## config.mk

```make
export PLATFORM = sky130hd
export DESIGN_NAME = dsss_tx_sequencer
export DESIGN_NICKNAME = d
export VERILOG_FILES = /design/src/rtl/dsss_tx_sequencer.sv
export SDC_FILE = /design/constraint.sdc
export NUM_CORES = 1
export LEC_CHECK = 0
export CORE_UTILIZATION = 50
export CTS_CLUSTER_DIAMETER = 150
export DETAILED_ROUTE_END_ITERATION = 10
export PLACE_DENSITY = 0.79
export SETUP_SLACK_MARGIN = 0.02
export SYNTH_ARGS = -nofsm -noshare
export SYNTH_HDL_FRONTEND = slang
export SYNTH_SLANG_ARGS = --single-unit
```

## constraint.sdc

```tcl
create_clock -name clk -period 5.1 [get_ports clk]
set_input_delay 0.765 -clock clk [delete_from_list [all_inputs] [get_ports clk]]
set_output_delay 0.765 -clock clk [all_outputs]
set_load 0.02 [all_outputs]
```

## src/rtl/dsss_tx_sequencer.sv

```systemverilog
// DSSS frame transmit sequencer: preamble + payload bits spread by a 15-chip PN code.
// Optional abort input/aborted pulse enabled by defining DSSS_TX_ABORT_EN.
module dsss_tx_sequencer #(
    parameter int unsigned CHIP_DIV      = 250,
    parameter int unsigned CHIPS_PER_BIT = 15,
    parameter int unsigned PREAMBLE_BITS = 8,
    parameter int unsigned LEN_W         = 8,
    parameter logic [3:0]  PN_SEED       = 4'b0001
) (
    input  logic             clk,
    input  logic             rst,
    input  logic             start,
    input  logic [LEN_W-1:0] frame_len,
    input  logic             bit_data,
    input  logic             bit_valid,
    output logic             bit_ready,
    output logic             chip_out,
    output logic             chip_stb,
    output logic             mod_en,
    output logic             busy,
    output logic             done,
    output logic             underrun
`ifdef DSSS_TX_ABORT_EN
    ,
    input  logic             abort,
    output logic             aborted
`endif
);

    localparam int unsigned DIV_W = (CHIP_DIV > 1) ? $clog2(CHIP_DIV) : 1;
    localparam int unsigned IDX_W = (CHIPS_PER_BIT > 1) ? $clog2(CHIPS_PER_BIT) : 1;
    localparam int unsigned CNT_W = (LEN_W > 8) ? LEN_W : 8;
    localparam int unsigned FET_W = LEN_W + 1;

    typedef enum logic [1:0] {S_IDLE, S_PREAMBLE, S_PAYLOAD, S_DONE} state_t;

    state_t             state, state_d;
    logic [DIV_W-1:0]   chip_cnt, chip_cnt_d;
    logic [IDX_W-1:0]   chip_idx, chip_idx_d;
    logic [CNT_W-1:0]   bit_cnt, bit_cnt_d, bit_nxt;
    logic [LEN_W-1:0]   len, len_d;
    logic [FET_W-1:0]   fetched, fetched_d;
    logic [3:0]         lfsr, lfsr_d;
    logic               hold_full, hold_full_d, hold_bit, hold_bit_d;
    logic               cur_bit, cur_bit_d, underrun_d;
    logic               consume, xfer, active_d, abort_hit;

    always_comb begin
        state_d     = state;
        chip_cnt_d  = chip_cnt;
        chip_idx_d  = chip_idx;
        bit_cnt_d   = bit_cnt;
        len_d       = len;
        fetched_d   = fetched;
        lfsr_d      = lfsr;
        hold_full_d = hold_full;
        hold_bit_d  = hold_bit;
        cur_bit_d   = cur_bit;
        underrun_d  = underrun;
        consume     = 1'b0;
        abort_hit   = 1'b0;
        xfer        = bit_valid && bit_ready;
        bit_nxt     = bit_cnt + CNT_W'(1);

        case (state)
            S_IDLE: begin
                if (start) begin
                    state_d     = S_PREAMBLE;
                    len_d       = frame_len;
                    underrun_d  = 1'b0;
                    chip_cnt_d  = '0;
                    chip_idx_d  = '0;
                    bit_cnt_d   = '0;
                    lfsr_d      = PN_SEED;
                    hold_full_d = 1'b0;
                    fetched_d   = '0;
                    cur_bit_d   = 1'b0;
                end
            end
            S_PREAMBLE, S_PAYLOAD: begin
                if (chip_cnt != DIV_W'(CHIP_DIV - 1)) begin
                    chip_cnt_d = chip_cnt + DIV_W'(1);
                end else begin
                    chip_cnt_d = '0;
                    if (chip_idx != IDX_W'(CHIPS_PER_BIT - 1)) begin
                        chip_idx_d = chip_idx + IDX_W'(1);
                        lfsr_d     = {lfsr[2:0], lfsr[3] ^ lfsr[0]};
                    end else begin
                        // bit boundary: restart the PN period for the next bit
                        chip_idx_d = '0;
                        lfsr_d     = PN_SEED;
                        if (state == S_PREAMBLE) begin
                            if (bit_nxt == CNT_W'(PREAMBLE_BITS)) begin
                                bit_cnt_d = '0;
                                if (len != '0) begin
                                    state_d = S_PAYLOAD;
                                    consume = 1'b1;
                                end else begin
                                    state_d = S_DONE;
                                end
                            end else begin
                                bit_cnt_d = bit_nxt;
                            end
                        end else if (bit_nxt == CNT_W'(len)) begin
                            state_d = S_DONE;
                        end else begin
                            bit_cnt_d = bit_nxt;
                            consume   = 1'b1;
                        end
                    end
                end
            end
            S_DONE: state_d = S_IDLE;
            default: state_d = S_IDLE;
        endcase

`ifdef DSSS_TX_ABORT_EN
        if (abort && (state == S_PREAMBLE || state == S_PAYLOAD)) begin
            abort_hit = 1'b1;
            state_d   = S_IDLE;
            consume   = 1'b0;
        end
`endif

        // an empty holding register at a payload boundary still burns a frame slot
        if (consume) begin
            hold_full_d = 1'b0;
            if (hold_full) begin
                cur_bit_d = hold_bit;
            end else begin
                cur_bit_d  = 1'b0;
                underrun_d = 1'b1;
                fetched_d  = fetched_d + FET_W'(1);
            end
        end
        if (xfer) begin
            hold_full_d = 1'b1;
            hold_bit_d  = bit_data;
            fetched_d   = fetched_d + FET_W'(1);
        end

        active_d = (state_d == S_PREAMBLE) || (state_d == S_PAYLOAD);
    end

    always_ff @(posedge clk or posedge rst) begin
        if (rst) begin
            state     <= S_IDLE;
            chip_cnt  <= '0;
            chip_idx  <= '0;
            bit_cnt   <= '0;
            len       <= '0;
            fetched   <= '0;
            lfsr      <= PN_SEED;
            hold_full <= 1'b0;
            hold_bit  <= 1'b0;
            cur_bit   <= 1'b0;
            underrun  <= 1'b0;
            bit_ready <= 1'b0;
            chip_out  <= 1'b0;
            chip_stb  <= 1'b0;
            mod_en    <= 1'b0;
            busy      <= 1'b0;
            done      <= 1'b0;
        end else begin
            state     <= state_d;
            chip_cnt  <= chip_cnt_d;
            chip_idx  <= chip_idx_d;
            bit_cnt   <= bit_cnt_d;
            len       <= len_d;
            fetched   <= fetched_d;
            lfsr      <= lfsr_d;
            hold_full <= hold_full_d;
            hold_bit  <= hold_bit_d;
            cur_bit   <= cur_bit_d;
            underrun  <= underrun_d;
            bit_ready <= (state_d != S_IDLE) && !hold_full_d && (fetched_d < {1'b0, len_d});
            chip_out  <= active_d && (cur_bit_d ^ lfsr_d[3]);
            chip_stb  <= active_d && (chip_cnt_d == DIV_W'(CHIP_DIV - 1));
            mod_en    <= active_d;
            busy      <= (state_d != S_IDLE);
            done      <= (state_d == S_DONE);
        end
    end

`ifdef DSSS_TX_ABORT_EN
    always_ff @(posedge clk or posedge rst) begin
        if (rst) aborted <= 1'b0;
        else     aborted <= abort_hit;
    end
`else
    logic unused_abort;
    assign unused_abort = abort_hit;
`endif

endmodule

```

==> run summary <==
* GRT Util Overall: 20.8%
* count of state elements after synthesis: 53
* actual transition at the worst max-transition pin: 1.08 ns
* total via count in the routed design: 2,695
* cell type of the slowest stage on the worst timing path: sky130_fd_sc_hd__or3_2
* violation count after the first detailed-routing iteration: 142
* number of cell instances on the worst register-to-register path: 17
* drt pass-1 iters: 4
* result of the run: finished clean
* Clock Path Buffers: 2
* Worst Setup EP: bit_ready
* wire length of the first global-routing pass: 11.8 mm
* sum of buffers and inverters on the critical path: 2
* number of standard-cell rows in the floorplan: 29
* Remaining DRCs: 0
* estimated wirelength of the detail-placed design: 5.09 mm
* core region area: 6390 um2
* Synth Area per Inst: 9.06 um2
* Critical Path Source Type: flop
* width of the chip: 83.6 um
* sequential area share after synthesis: 39.8%
* Comb power frac: 41.4%
* clock sink count: 53
* Max Cap Violations: 0
* Max FO, Critical Path: 8
* setup repair after global routing missed its margin: no
* dominant cell type by count on the critical path: sky130_fd_sc_hd__ha_1
* Antenna Violating Nets Remaining: 0
* Setup Total Neg Slack: 0 ns
* first element of the critical path: state[0]
* Fmax achieved: 220 MHz
* Hold Vio Cnt, Final: 0
* Post-CTS Setup Repair Bufs: 0
* initial standard-cell utilization of the core: 52.2%
* Post-CTS Hold Buffers: 0
* overall die height: 83.6 um
* antenna violations before repair: 0
* Yosys warnings: 0
* TritonCTS clock tree: done
* Post-Syn Instances: 368
* maximum vdd ir drop: 267 uV
* start point of the worst min-delay path: lfsr[0]
* leakage power summed over all cells: 0.00162 uW
* number of CTS-inserted buffers: 5
* Area growth syn-to-layout: 9.83%
* worst slew slack as a fraction of its limit: 28.1%
* Die ar.: 7000 um2
* crit path DAT: 4.78 ns
* final layout net count: 415
* IO Pins: 20
* number of input and output port buffers inserted: 19
* clock input transition at the sequential cells of the worst setup and hold paths: 0.10 ns
* clock network latency to the later pin of the worst-skew pair: 0.31 ns
* switching part of the total: 41.8%
* post-synthesis async set-or-reset flop share: 100%
* Synthesized Nets: 400
* power density of the placed cells: 412 nW/um2
* summed instance area of the synthesized netlist: 3330 um2
* net load switching power: 630 uW
* required time worst endpoint: 5.32 ns
* setup slack, reg-to-reg: 0.55 ns
* fin cells: 461
* final period utilization: 89.3%
* cell family with most CP delay: simple AND/OR/NAND/NOR gates
* top_reg_cell synth: sky130_fd_sc_hd__dfrtp_1
* pin count of the biggest net entering global routing: 54
* residual overflow from global routing: 0
* share of layout cells above drive strength 1: 7.55%
* count of antenna diodes in the layout: 0
* Final Slew Violations: 0
* fillers: 554
* DRT Wirelength: 6.85 mm
* Reg power frac: 43.2%
* Routed WL per cell: 14.8 um
* clk_skew: 0.00947 ns
* cell depth of the worst min-delay path: 2
* clock period minus worst slack: 4.55 ns
* routability congestion estimate from global placement: 0.967
* via count of the first global-routing pass: 2,525
* launch instance of the worst register-to-register path: state[0]
* maximum level of the CTS H-tree: 2
* via-per-instance ratio: 5.85
* share of power burned in the clock network: 15.4%
* Worst Setup End Kind: flop
* number of synthesized flops with an enable pin: 0
* cells resized by post-CTS repair: 0
* Crit path depth: 17
* placed insts: 453
* chain of cells forming the critical path: inv_1 > ha_1 > inv_1 > a31oi_1 > nand3_1 > or3_2 > xnor2_1 > ha_1 > nand3_1 > nand2b_1 > nor4_1 > xnor2_1 > ha_1 > a21oi_1 > nor2b_1 > or4_1 > a221oi_2
* type of the worst setup path: flop to flop
* Critical Path Max Stage Delay: 0.53 ns
* Internal Pwr Total: 877 uW
* Setup-failing EPs final: 0
* buffer cell driving the clock tree root: sky130_fd_sc_hd__clkbuf_8
* critical register-to-register path endpoint: bit_ready
* Distinct cells, synth: 54
* classification of the worst-slack hold path: flop to flop
==> area by class of cell <==
cell class | count | area, um2 | area share [%]
multi-input combinational | 280 | 1860 | 50.9
sequential | 53 | 1330 | 36.3
timing repair buffer | 21 | 205 | 5.60
tap | 77 | 96.3 | 2.63
inverter | 22 | 82.6 | 2.26
clock buffer | 5 | 68.8 | 1.88
clock inverter | 3 | 17.5 | 0.478
==> layout by cell type (no fill, tap or decap), types with 13 or more instances in the layout <==
cell type	netlist	routed
sky130_fd_sc_hd__dfrtp_1	52	52
sky130_fd_sc_hd__nand2_1	47	47
sky130_fd_sc_hd__o21ai_0	29	29
sky130_fd_sc_hd__nor2_1	22	22
sky130_fd_sc_hd__inv_1	22	21
sky130_fd_sc_hd__nand3_1	20	20
sky130_fd_sc_hd__ha_1	19	19
sky130_fd_sc_hd__clkdlybuf4s50_1	0	19
sky130_fd_sc_hd__xnor2_1	15	15
sky130_fd_sc_hd__nor3_1	13	13
sky130_fd_sc_hd__a21oi_1	13	13
==> layer usage <==
metal / vias up / track usage, % / part of all wire (%)
li1: 1321 / - / -
met1: 1286 / 29.2 / 49
met2: 72 / 32.7 / 44
met3: 16 / 3.26 / 4.0
met4: 0 / 7.55 / 2.3
met5: - / 0 / 0
==> Yosys cell counts, drive strengths merged, types with 2 or more instances <==
library cell,n,area [um2]
dfrtp,52,1300
nand2,47,176
o21ai,29,145
inv,22,82.6
nor2,22,82.6
nand3,20,100
ha,19,238
xnor2,15,131
a21oi,13,65.1
nor3,13,65.1
xor2,13,121
mux2i,9,90.1
clkbuf,8,30.0
nand2b,8,50.1
and3,7,43.8
nor4,7,73.8
o31ai,7,52.6
buf,5,30.0
mux2,5,56.3
nor2b,4,25.0
or2,4,25.0
or3,4,31.3
a211oi,3,27.5
a21o,3,22.5
nand4,3,18.8
and2,2,12.5
and4b,2,20.0
nand4b,2,17.5
nor4b,2,17.5
o41ai,2,17.5
==> flip-flops by register name, summed over array words and instances, names as in the netlist <==
register,count
chip_stb,1
bit_cnt,8
lfsr,4
state,2
hold_bit,1
chip_idx,4
bit_ready,1
len,8
chip_out,1
fetched,9
underrun,1
cur_bit,1
busy,1
mod_en,1
chip_cnt,8
done,1
hold_full,1
==> worst reg2reg max path: stages (launching register included) <==
cell and delay (ns):
sky130_fd_sc_hd__dfrtp_1 0.44, sky130_fd_sc_hd__inv_1 0.06, sky130_fd_sc_hd__ha_1 0.39, sky130_fd_sc_hd__inv_1 0.16
sky130_fd_sc_hd__a31oi_1 0.17, sky130_fd_sc_hd__nand3_1 0.20, sky130_fd_sc_hd__or3_2 0.53, sky130_fd_sc_hd__xnor2_1 0.32
sky130_fd_sc_hd__ha_1 0.21, sky130_fd_sc_hd__nand3_1 0.11, sky130_fd_sc_hd__nand2b_1 0.25, sky130_fd_sc_hd__nor4_1 0.36
sky130_fd_sc_hd__xnor2_1 0.21, sky130_fd_sc_hd__ha_1 0.29, sky130_fd_sc_hd__a21oi_1 0.12, sky130_fd_sc_hd__nor2b_1 0.05
sky130_fd_sc_hd__or4_1 0.41, sky130_fd_sc_hd__a221oi_2 0.18
==> worst min-delay path by stage <==
stage | to | slack [ns]
floorplan | lfsr[2] | 0.45
global placement | lfsr[1] | 0.48
detailed placement | lfsr[0] | 0.49
CTS | lfsr[0] | 0.50
global route | lfsr[0] | 0.51
finish | lfsr[0] | 0.50
==> power groups by stage <==
stage               sequential [uW]  clock (uW)  combinational [uW]
floorplan                       627           0                 477
global placement                651           0                 601
detailed placement              658           0                 619
CTS                             650         238                 623
global route                    671         253                 704
finish                          651         232                 623
==> metrics by stage <==
| step | instance area [um2] | power (uW) | setup slack, ns | hold WS [ns] | util (%) |
|---|---|---|---|---|---|
| 6_report | 3660 | 1510 | 0.548 | 0.497 | 57.3 |
| 5_1_grt | 3660 | 1630 | 0.211 | 0.515 | 57.3 |
| 4_1_cts | 3660 | 1510 | 0.561 | 0.498 | 57.3 |
| 3_5_place_dp | 3570 | 1280 | 0.461 | 0.489 | 56.0 |
| 3_3_place_gp | 3570 | 1250 | 0.564 | 0.478 | 56.0 |
| 2_1_floorplan | 3330 | 1100 | 0.975 | 0.451 | - |
==> logic make-up after synthesis <==
| logic type | Yosys count | synth area share, % |
|---|---|---|
| AND/OR/NAND/NOR | 150 | 23.6 |
| XOR/XNOR | 28 | 7.58 |
| multiplexers | 14 | 4.39 |
| buffers and inverters | 35 | 4.28 |
| flip-flops | 53 | 39.8 |
| AO/OA/AOI/OAI | 69 | 13.2 |
| adder cells (fa/ha/maj) | 19 | 7.13 |
No activity file was read; power rests on OpenSTA's default activity.
